==> src/rtl/cam_pkg.sv <==
// Shared types and constants for the camera frame capture block.
// Optional feature macro used by the top level: CAM_HDECIM2_EN.
package cam_pkg;

  // RAM byte-address width shared with the colour analyser.
  localparam int CAM_ADDR_W = 15;

  // 80x120 pixels, two bytes per RGB565 pixel.
  localparam int CAM_MAX_BYTES = 19200;

  // RGB565 byte order on the camera bus and in RAM: high byte first.
  localparam int   CAM_BYTES_PER_PIXEL = 2;
  localparam logic CAM_RGB565_HI_BYTE  = 1'b0;  // byte index within a pixel
  localparam logic CAM_RGB565_LO_BYTE  = 1'b1;

  // Capture sequencer states.
  typedef enum logic [2:0] {
    IDLE,
    WAIT_VS_HIGH,
    WAIT_VS_LOW,
    CAPTURE,
    HOLD
  } cam_state_t;

endpackage

==> src/rtl/cam_sync_edge.sv <==
// Two-flop synchroniser with registered rising/falling edge detect.
// The level output q is delayed by one extra flop so that it lines up
// with rise/fall: in the cycle a bit's rise is high, q shows the new
// value. Pass several camera signals through one instance to keep them
// aligned with each other.
module cam_sync_edge #(
  parameter int WIDTH = 1
) (
  input  logic             clk,
  input  logic             reset,
  input  logic [WIDTH-1:0] d,
  output logic [WIDTH-1:0] q,
  output logic [WIDTH-1:0] rise,
  output logic [WIDTH-1:0] fall
);

  logic [WIDTH-1:0] meta;
  logic [WIDTH-1:0] sync;

  // Synchroniser chain, then edge detect against the previous cycle's value.
  always_ff @(posedge clk) begin
    if (reset) begin
      meta <= '0;
      sync <= '0;
      q    <= '0;
      rise <= '0;
      fall <= '0;
    end else begin
      // NOTE: non-blocking so each stage samples the previous stage's pre-edge value.
      meta <= d;
      sync <= meta;
      q    <= sync;
      rise <= sync & ~q;
      fall <= ~sync & q;
    end
  end

endmodule

==> src/rtl/camera_frame_capture.sv <==
// Captures one RGB565 frame from an OV7670-style parallel camera bus into
// the frame RAM (byte addresses 0..N-1, high byte first), then raises
// o_frame_ready and holds the RAM until the analyser acknowledges.
// Optional feature macro: CAM_HDECIM2_EN (horizontal decimation by 2).
module camera_frame_capture
  import cam_pkg::*;
#(
  parameter int ADDR_W    = CAM_ADDR_W,
  parameter int MAX_BYTES = CAM_MAX_BYTES
) (
  input  logic              i_clk,
  input  logic              i_reset,
  input  logic              i_start,
  input  logic              i_ack,
  input  logic              i_cam_pclk,
  input  logic              i_cam_href,
  input  logic              i_cam_vsync,
  input  logic [7:0]        i_cam_data,
  output logic              o_wr_en,
  output logic [ADDR_W-1:0] o_wr_addr,
  output logic [7:0]        o_wr_data,
  output logic              o_frame_ready,
  output logic [ADDR_W-1:0] o_byte_count,
  output logic              o_overflow,
  output logic              o_busy
);

  // One extra bit so the pointer can reach MAX_BYTES without wrapping.
  localparam int               PTR_W   = ADDR_W + 1;
  localparam logic [PTR_W-1:0] MAX_PTR = PTR_W'(MAX_BYTES);

  // Bit positions of the camera signals inside the shared synchroniser.
  localparam int PCLK_BIT  = 8;
  localparam int HREF_BIT  = 9;
  localparam int VSYNC_BIT = 10;

  logic [10:0] sync_q;
  logic [10:0] sync_rise;
  logic [10:0] sync_fall;

  logic       pclk_rise;
  logic       href_s;
  logic       href_rise;
  logic       vsync_s;
  logic       vsync_rise;
  logic       vsync_fall;
  logic [7:0] data_s;

  cam_state_t        state_q, state_d;
  logic [PTR_W-1:0]  ptr_q, ptr_d;
  logic              wr_en_q, wr_en_d;
  logic [ADDR_W-1:0] wr_addr_q, wr_addr_d;
  logic [7:0]        wr_data_q, wr_data_d;
  logic              ready_q, ready_d;
  logic [ADDR_W-1:0] count_q, count_d;
  logic              ovf_q, ovf_d;
  logic              keep_byte;

`ifdef CAM_HDECIM2_EN
  // Byte position within a pair of pixels: 0,1 = even pixel, 2,3 = odd pixel.
  logic [1:0] phase_q, phase_d, phase_now;
`endif

  // All camera signals share one synchroniser so they stay aligned.
  cam_sync_edge #(
    .WIDTH(11)
  ) u_sync (
    .clk   (i_clk),
    .reset (i_reset),
    .d     ({i_cam_vsync, i_cam_href, i_cam_pclk, i_cam_data}),
    .q     (sync_q),
    .rise  (sync_rise),
    .fall  (sync_fall)
  );

  assign data_s     = sync_q[7:0];
  assign pclk_rise  = sync_rise[PCLK_BIT];
  assign href_s     = sync_q[HREF_BIT];
  assign href_rise  = sync_rise[HREF_BIT];
  assign vsync_s    = sync_q[VSYNC_BIT];
  assign vsync_rise = sync_rise[VSYNC_BIT];
  assign vsync_fall = sync_fall[VSYNC_BIT];

  // Edge outputs that no logic consumes (data bits, pclk/href falls, and
  // href rise when decimation is compiled out).
  logic unused_sync;
  assign unused_sync = ^{sync_q[PCLK_BIT], sync_rise[HREF_BIT:0], sync_fall[HREF_BIT:0]};

  // Next-state and next-output logic for the capture sequencer.
  always_comb begin
    // NOTE: every signal written here gets a default first so no path infers a latch.
    state_d   = state_q;
    ptr_d     = ptr_q;
    wr_en_d   = 1'b0;
    wr_addr_d = wr_addr_q;
    wr_data_d = wr_data_q;
    ready_d   = ready_q;
    count_d   = count_q;
    ovf_d     = ovf_q;
    keep_byte = 1'b1;
`ifdef CAM_HDECIM2_EN
    phase_d   = phase_q;
    phase_now = href_rise ? 2'd0 : phase_q;
`endif

    case (state_q)
      IDLE: begin
        if (i_start) begin
          ovf_d   = 1'b0;
          ptr_d   = '0;
          state_d = WAIT_VS_HIGH;
        end
      end

      // Starting from blanking guarantees the capture begins on a frame boundary.
      WAIT_VS_HIGH: begin
        if (vsync_s) begin
          state_d = WAIT_VS_LOW;
        end
      end

      WAIT_VS_LOW: begin
        if (vsync_fall) begin
          state_d = CAPTURE;
        end
      end

      CAPTURE: begin
`ifdef CAM_HDECIM2_EN
        phase_d = phase_now;
`endif
        if (pclk_rise && href_s) begin
`ifdef CAM_HDECIM2_EN
          keep_byte = ~phase_now[1];
          phase_d   = phase_now + 2'd1;
`endif
          if (keep_byte) begin
            if (ptr_q < MAX_PTR) begin
              wr_en_d   = 1'b1;
              wr_addr_d = ptr_q[ADDR_W-1:0];
              wr_data_d = data_s;
              ptr_d     = ptr_q + PTR_W'(1);
            end else begin
              ovf_d = 1'b1;
            end
          end
        end
        // A byte arriving with the vsync rise is still counted: ptr_d already
        // includes it. An odd trailing byte is written but not counted.
        if (vsync_rise) begin
          state_d = HOLD;
          ready_d = 1'b1;
          count_d = {ptr_d[ADDR_W-1:1], 1'b0};
        end
      end

      HOLD: begin
        if (i_ack) begin
          ready_d = 1'b0;
          state_d = IDLE;
        end
      end

      default: begin
        state_d = IDLE;
      end
    endcase
  end

  // State and output registers; reset wins over every other event.
  always_ff @(posedge i_clk) begin
    if (i_reset) begin
      state_q   <= IDLE;
      ptr_q     <= '0;
      wr_en_q   <= 1'b0;
      wr_addr_q <= '0;
      wr_data_q <= '0;
      ready_q   <= 1'b0;
      count_q   <= '0;
      ovf_q     <= 1'b0;
`ifdef CAM_HDECIM2_EN
      phase_q   <= 2'd0;
`endif
    end else begin
      state_q   <= state_d;
      ptr_q     <= ptr_d;
      wr_en_q   <= wr_en_d;
      wr_addr_q <= wr_addr_d;
      wr_data_q <= wr_data_d;
      ready_q   <= ready_d;
      count_q   <= count_d;
      ovf_q     <= ovf_d;
`ifdef CAM_HDECIM2_EN
      phase_q   <= phase_d;
`endif
    end
  end

  assign o_wr_en       = wr_en_q;
  assign o_wr_addr     = wr_addr_q;
  assign o_wr_data     = wr_data_q;
  assign o_frame_ready = ready_q;
  assign o_byte_count  = count_q;
  assign o_overflow    = ovf_q;
  assign o_busy        = (state_q != IDLE);

endmodule

==> config.mk <==
export PLATFORM = sky130hd
export DESIGN_NAME = camera_frame_capture
export DESIGN_NICKNAME = d
export VERILOG_FILES = /design/src/rtl/cam_pkg.sv /design/src/rtl/cam_sync_edge.sv /design/src/rtl/camera_frame_capture.sv
export SDC_FILE = /design/constraint.sdc
export NUM_CORES = 1
export LEC_CHECK = 0
export ABC_AREA = 1
export BUFFER_PORTS_ARGS = -buffer_cell sky130_fd_sc_hd__buf_2
export CORE_MARGIN = 4
export CORE_UTILIZATION = 41
export CTS_CLUSTER_DIAMETER = 60
export DETAILED_ROUTE_END_ITERATION = 7
export GPL_ROUTABILITY_DRIVEN = 0
export PLACE_DENSITY = 0.68
export SLEW_MARGIN = 20
export SYNTH_ARGS = -nofsm -noshare
export SYNTH_HDL_FRONTEND = slang
export SYNTH_SLANG_ARGS = --single-unit
==> constraint.sdc <==
create_clock -name i_clk -period 1.9 [get_ports i_clk]
set_clock_uncertainty 0.1 [all_clocks]
set_input_delay 0.095 -clock i_clk [delete_from_list [all_inputs] [get_ports i_clk]]
set_output_delay 0.095 -clock i_clk [all_outputs]
set_load 0.01 [all_outputs]
======== After elaboration in Yosys (flattened, before gate mapping) ========
Cells that the tools add are included.
word-level totals
  memory bits (read-only) ................. 0
  output and inout bits ................... 42
  memories kept ........................... 0
  logic and storage cells ................. 65
  latch bits .............................. 0
  register bits ........................... 114
  input port bits ......................... 15
  RAM bits ................................ 0
cells by class
  shift operators ......................... 0
  mux-type cells .......................... 18
  $lt $le $gt $ge ......................... 1
  divide/modulo/power cells ............... 0
  equal/unequal tests ..................... 12
  add/sub/neg operators ................... 1
  bitwise logic cells ..................... 6
  reduce and logical (&&, ||, !) cells .... 13
  multiply operators ...................... 0
operators by type and width
  cell                                                   count
  2-to-1 mux 16 bit                                      3
  one-hot mux 16 bit (2 select lines)                    1
  AND 11 bit                                             2
  inverter 11 bit                                        2
  adder 16 x 1 -> 16 bit, second input constant          1
  < comparator 16 x 15 -> 1 bit, second input constant   1
  2-to-1 mux 3 bit                                       5
  one-hot mux 3 bit (5 select lines)                     1
  inequality test 2 bit, second input constant           5
  AND reduction 4 bit                                    2
  == test 3 x 2 -> 1 bit, second input constant          2
  2-to-1 mux 1 bit                                       6
  inequality test 2 x 1 -> 1 bit, second input constant  3
  AND reduction 3 bit                                    2
  AND reduction 5 bit                                    1
  one-hot mux 1 bit (2 select lines)                     2
  AND reduction 2 bit                                    2
  nonzero test 2 bit                                     2
  == test 3 x 1 -> 1 bit, second input constant          1
  == test 3 bit, second input constant                   1
  zero test 3 bit                                        1
  nonzero test 3 bit                                     1
  OR reduction 3 bit                                     1
  inverter 1 bit                                         2
  logical AND 1 bit                                      1

======== Logic depth before layout (Yosys ltp) ========
  word-level depth ........................ 4
  gate-level depth with buffers ........... 12
  mapped depth without buffers ............ 11

======== Cells and area by module ========
A second synthesis with hierarchy kept.
unflattened totals
  cells, all modules ...................... 513
  area total of the unflattened synthesis .. 4,090.2 um^2
by module, submodules not included
  module                cells each  area each (um^2)  instances
  camera_frame_capture  354         2,588.7           1
  cam_sync_edge         159         1,501.4           1

======== Worst setup path before layout ========
No wires, ideal clock.
  path type ............................... register -> register
  start point ............................. reg ptr_q[1]
  end point ............................... reg count_q[8], in the netlist o_byte_count[8]
  required time ........................... 1,744 ps
  stages on the path, launching flop included .. 11
  slack ................................... 431 ps
  path buffers ............................ 0
  library setup time ...................... 56 ps
  data arrival time ....................... 1,313 ps
  cell sequence ........................... dfxtp_1 -> ha_1 -> nand2_1 -> inv_1 -> nand2_1 -> nor2_4 -> nand2_2 -> o21bai_1 -> nand2_1 -> a21o_1 -> inv_1
on the way
  word-level cells in the longest chain between the ends .. 3
  elaborated cells on any way between the ends .. 4
  those cells by class .................... add/sub (1); order compare (1); mux (2)
RTL lines
  what                                                                            RTL line                                                  source
  start: declaration                                                              camera_frame_capture.sv:50                                logic [PTR_W-1:0] ptr_q, ptr_d;
  start signal: assignment                                                        camera_frame_capture.sv:186                               ptr_q <= ptr_d;
  adder 16 x 1 -> 16 bit / < comparator 16 x 15 -> 1 bit (equally long branches)  camera_frame_capture.sv:142, camera_frame_capture.sv:138
  2-to-1 mux 16 bit (*)                                                           camera_frame_capture.sv:138                               if (ptr_q < MAX_PTR) begin
  2-to-1 mux 16 bit (*)                                                           camera_frame_capture.sv:132                               if (pclk_rise && href_s) begin
  end signal: assignment                                                          camera_frame_capture.sv:191                               count_q <= count_d;
  end: declaration                                                                camera_frame_capture.sv:55                                logic [ADDR_W-1:0] count_q, count_d;
Mark *: on every way between the ends. The rest lies on a longest branch, timed or not. The select of a mux whose other input is x is not followed.
A chain may end at the register's enable or synchronous reset.

======== Worst setup path in the final report ========
  start point ............................. reg ptr_q[1]
  end point ............................... reg ptr_q[12]
on the way
  word-level cells in the longest chain between the ends .. 4
  elaborated cells on any way between the ends .. 5
  those cells by class .................... add/sub (1); order compare (1); mux (3)
RTL lines
  what                                                                            RTL line                                                  source
  adder 16 x 1 -> 16 bit / < comparator 16 x 15 -> 1 bit (equally long branches)  camera_frame_capture.sv:142, camera_frame_capture.sv:138
  2-to-1 mux 16 bit (*)                                                           camera_frame_capture.sv:138
  2-to-1 mux 16 bit (*)                                                           camera_frame_capture.sv:132
  one-hot mux 16 bit (2 select lines) (*)                                         camera_frame_capture.sv:106                               case (state_q)
Marked as above.

==> impl_metrics.yaml <==
place:
  placed_cells: 623
  port_buffers: 55
  pre_cts_slack_ps: 190
  dpl.hpwl_um: 5250
detailed_routing:
  wl_um: 7600
  drtPass1Iterations: 5
  drt-initial-drc-count: 166
  ant_nets: 0
  drc: 0
  viasPerCell: 4.67
  wl_per_cell_um: 11.7
  num_vias: 3041
sta:
  maxClockFrequency_mhz: 580
  finalMaxSlewViolations: 0
  finalSetupTns_ps: 0
  slew_headroom_pct: 62.9
  fin_crit_sh_pct: 90.8
  rsz0062_at_grt: "no"
  finalHoldViolations: 0
  finalSetupViolations: 0
  tightest_slew_ps: 557
  min_period_ps: 1730
  final.setup.worst_slack_ps: 175
yosys:
  synth-seq-area-share_pct: 51.6
  synth.net_count: 489
  syn-cell-area_mm2: 0.00368
  ys_seq_elements: 95
  avgSynthCellArea_um2: 7.79
  yosysWarnings: 0
  synthCells: 473
  synth_cell_types: 33
setup_path:
  crit_type: "register to register"
  critical_path.cell_chain: "ha_1 > nand2_1 > inv_1 > nand2_1 > nor2_4 > nand2_2 > nor2_2 > nand3_1 > nand2_1 > nand2_1 > a21oi_1"
  cp-end-kind: "register"
  worstPathMaxFanout: 5
  critPathMaxStageDelay_ps: 380
  critPathMostFrequentCell: "nand2_1"
  cp_slowest_cell: "dfxtp_2"
  worstPathRequired_ps: 2100
  critPathArrivalTime_ps: 1920
  cp-start-kind: "register"
  r2r_cells: 11
  r2r_slack_ps: 170
floorplanning:
  dieArea_mm2: 0.0106
  num_io_pins: 57
  start_util_pct: 42.3
  dieHeight_um: 103
  num_rows: 34
  die_x_um: 103
  core_mm2: 0.00872
finish:
  layout.nets: 554
  diodes: 0
  n_fill_cell: 836
  synthToLayoutAreaGrowth_pct: 17.8
  multi_input_area_mm2: 0.00140
  final_cells: 651
  final_cell_mix: "dfxtp_1, nor2_1, nand2_1, inv_1, buf_2"
  regArea_mm2: 0.00190
  final_common_cell: "dfxtp_1"
  drive_above_1_share_pct: 18.6
grt:
  gr-total-overflow: 0
  antenna_found_initial: 0
  grt_pass1_vias: 2818
  gr-usage-all-layers_pct: 15.7
  grt_pass1_wl_um: 13000
  grt_max_degree: 55
pwr:
  peakVddDrop_uv: 425
  powerDensity_mw_per_mm2: 897
  p_leak_nw: 2.08
  total_power_mw: 3.89
flow_run:
  maxCapViolCount: 0
clock_network:
  cts_sinks: 95
  numCtsBuffers: 9
  cts-root-buf: "clkbuf_8"
  cts_tree: "built"
  h-tree-depth: 3
  clock_path_buffers: 2
  clk_latency_ps: 370
  cts.clk_slew.worst_paths_ps: 110
worst_hold_path:
  hold_depth: 4
  hold_class: "input port to register"
run_status:
  status: "finished, final reports clean"
[cells in the mapped netlist, drive strengths merged]
master | instances | share of area [%]
buf | 13 | 2.8
a31oi | 1 | 0.17
xnor2 | 2 | 0.48
ha | 1 | 0.34
nand3 | 18 | 2.9
nor3b | 1 | 0.34
o211ai | 1 | 0.20
conb | 1 | 0.10
a21oi | 26 | 3.7
a31o | 2 | 0.48
nor2 | 89 | 10
nand3b | 3 | 0.61
dfxtp | 95 | 52
o21ai | 39 | 5.3
nand2 | 80 | 8.7
nand4 | 4 | 0.68
o21a | 1 | 0.20
o21bai | 11 | 2.2
nor3 | 8 | 1.1
a21o | 2 | 0.41
inv | 67 | 6.8
clkbuf | 8 | 0.81
[state kept, by name (all words and copies together), names as in the netlist, 2 cells and up]
name and cells:
o_wr_addr 15, u_sync.meta 11, o_byte_count 14, o_wr_data 8, state_q 3, u_sync.rise 2, u_sync.q 11, u_sync.sync 11
ptr_q 16
[cells by family after synthesis]
kind of cell / share of synthesized area, %
adder cells (fa/ha/maj): 0.340
XOR/XNOR: 0.475
buffers and inverters: 10.5
AND/OR/NAND/NOR: 24.3
other: 0.102
AO/OA/AOI/OAI: 12.7
flip-flops: 51.6
[area by class of cell]
cell class                 count  share of cell area, %
clock buffer                   9                   2.85
clock inverter                 7                   1.67
inverter                      67                   5.80
multi-input combinational    290                   32.2
sequential                    95                   43.9
tap                          108                   3.11
timing repair buffer          75                   10.5
[worst paths after layout]
| kind | from | end |
|---|---|---|
| max | ptr_q[1] | ptr_q[12] |
| min | i_start | ptr_q[15] |
| max reg2reg | ptr_q[1] | ptr_q[12] |
| min reg2reg | u_sync.q[8] | u_sync.rise[8] |
[power breakdown]
group          switching (mW)  internal, mW  total, mW
Combinational           0.310         0.169      0.480
Sequential             0.0447          2.05       2.10
Clock                   0.793         0.521       1.31
Total                    1.15          2.75       3.89
[worst max-delay path, delay by kind of cell (launching register included)]
| kind | cells | cell delay, ps |
|---|---|---|
| AND/OR/NAND/NOR | 8 | 760 |
| buffers and inverters | 1 | 70 |
| adder cells (fa/ha/maj) | 1 | 190 |
| AO/OA/AOI/OAI | 1 | 150 |
| flip-flops | 1 | 380 |
[through the flow]
stage          hold slack, ps  instance area, um^2  util [%]
2_1_floorplan             102                 3680         -
3_3_place_gp              194                 4020      46.1
3_5_place_dp              200                 4020      46.1
4_1_cts                  75.6                 4340      49.7
5_1_grt                   102                 4340      49.8
6_report                 79.6                 4340      49.8
[per-layer routing]
metal  wire, um  GRT usage (%)  vias to the layer above
li1           -              -                     1606
met1       3320           20.4                     1341
met2       3610           24.6                       84
met3        564           4.47                       10
met4         98           6.77                        0
met5          0              0                        -
[timing repair]
item / 4_1_cts / 5_1_grt
hold buffers: 12 / 0
endpoints found under the setup margin: 0 / 1
resized for setup: 0 / 1
buffers inserted: 0 / 0
endpoints found under the hold margin: 12 / 0
Power figures use the tool's default switching activity.
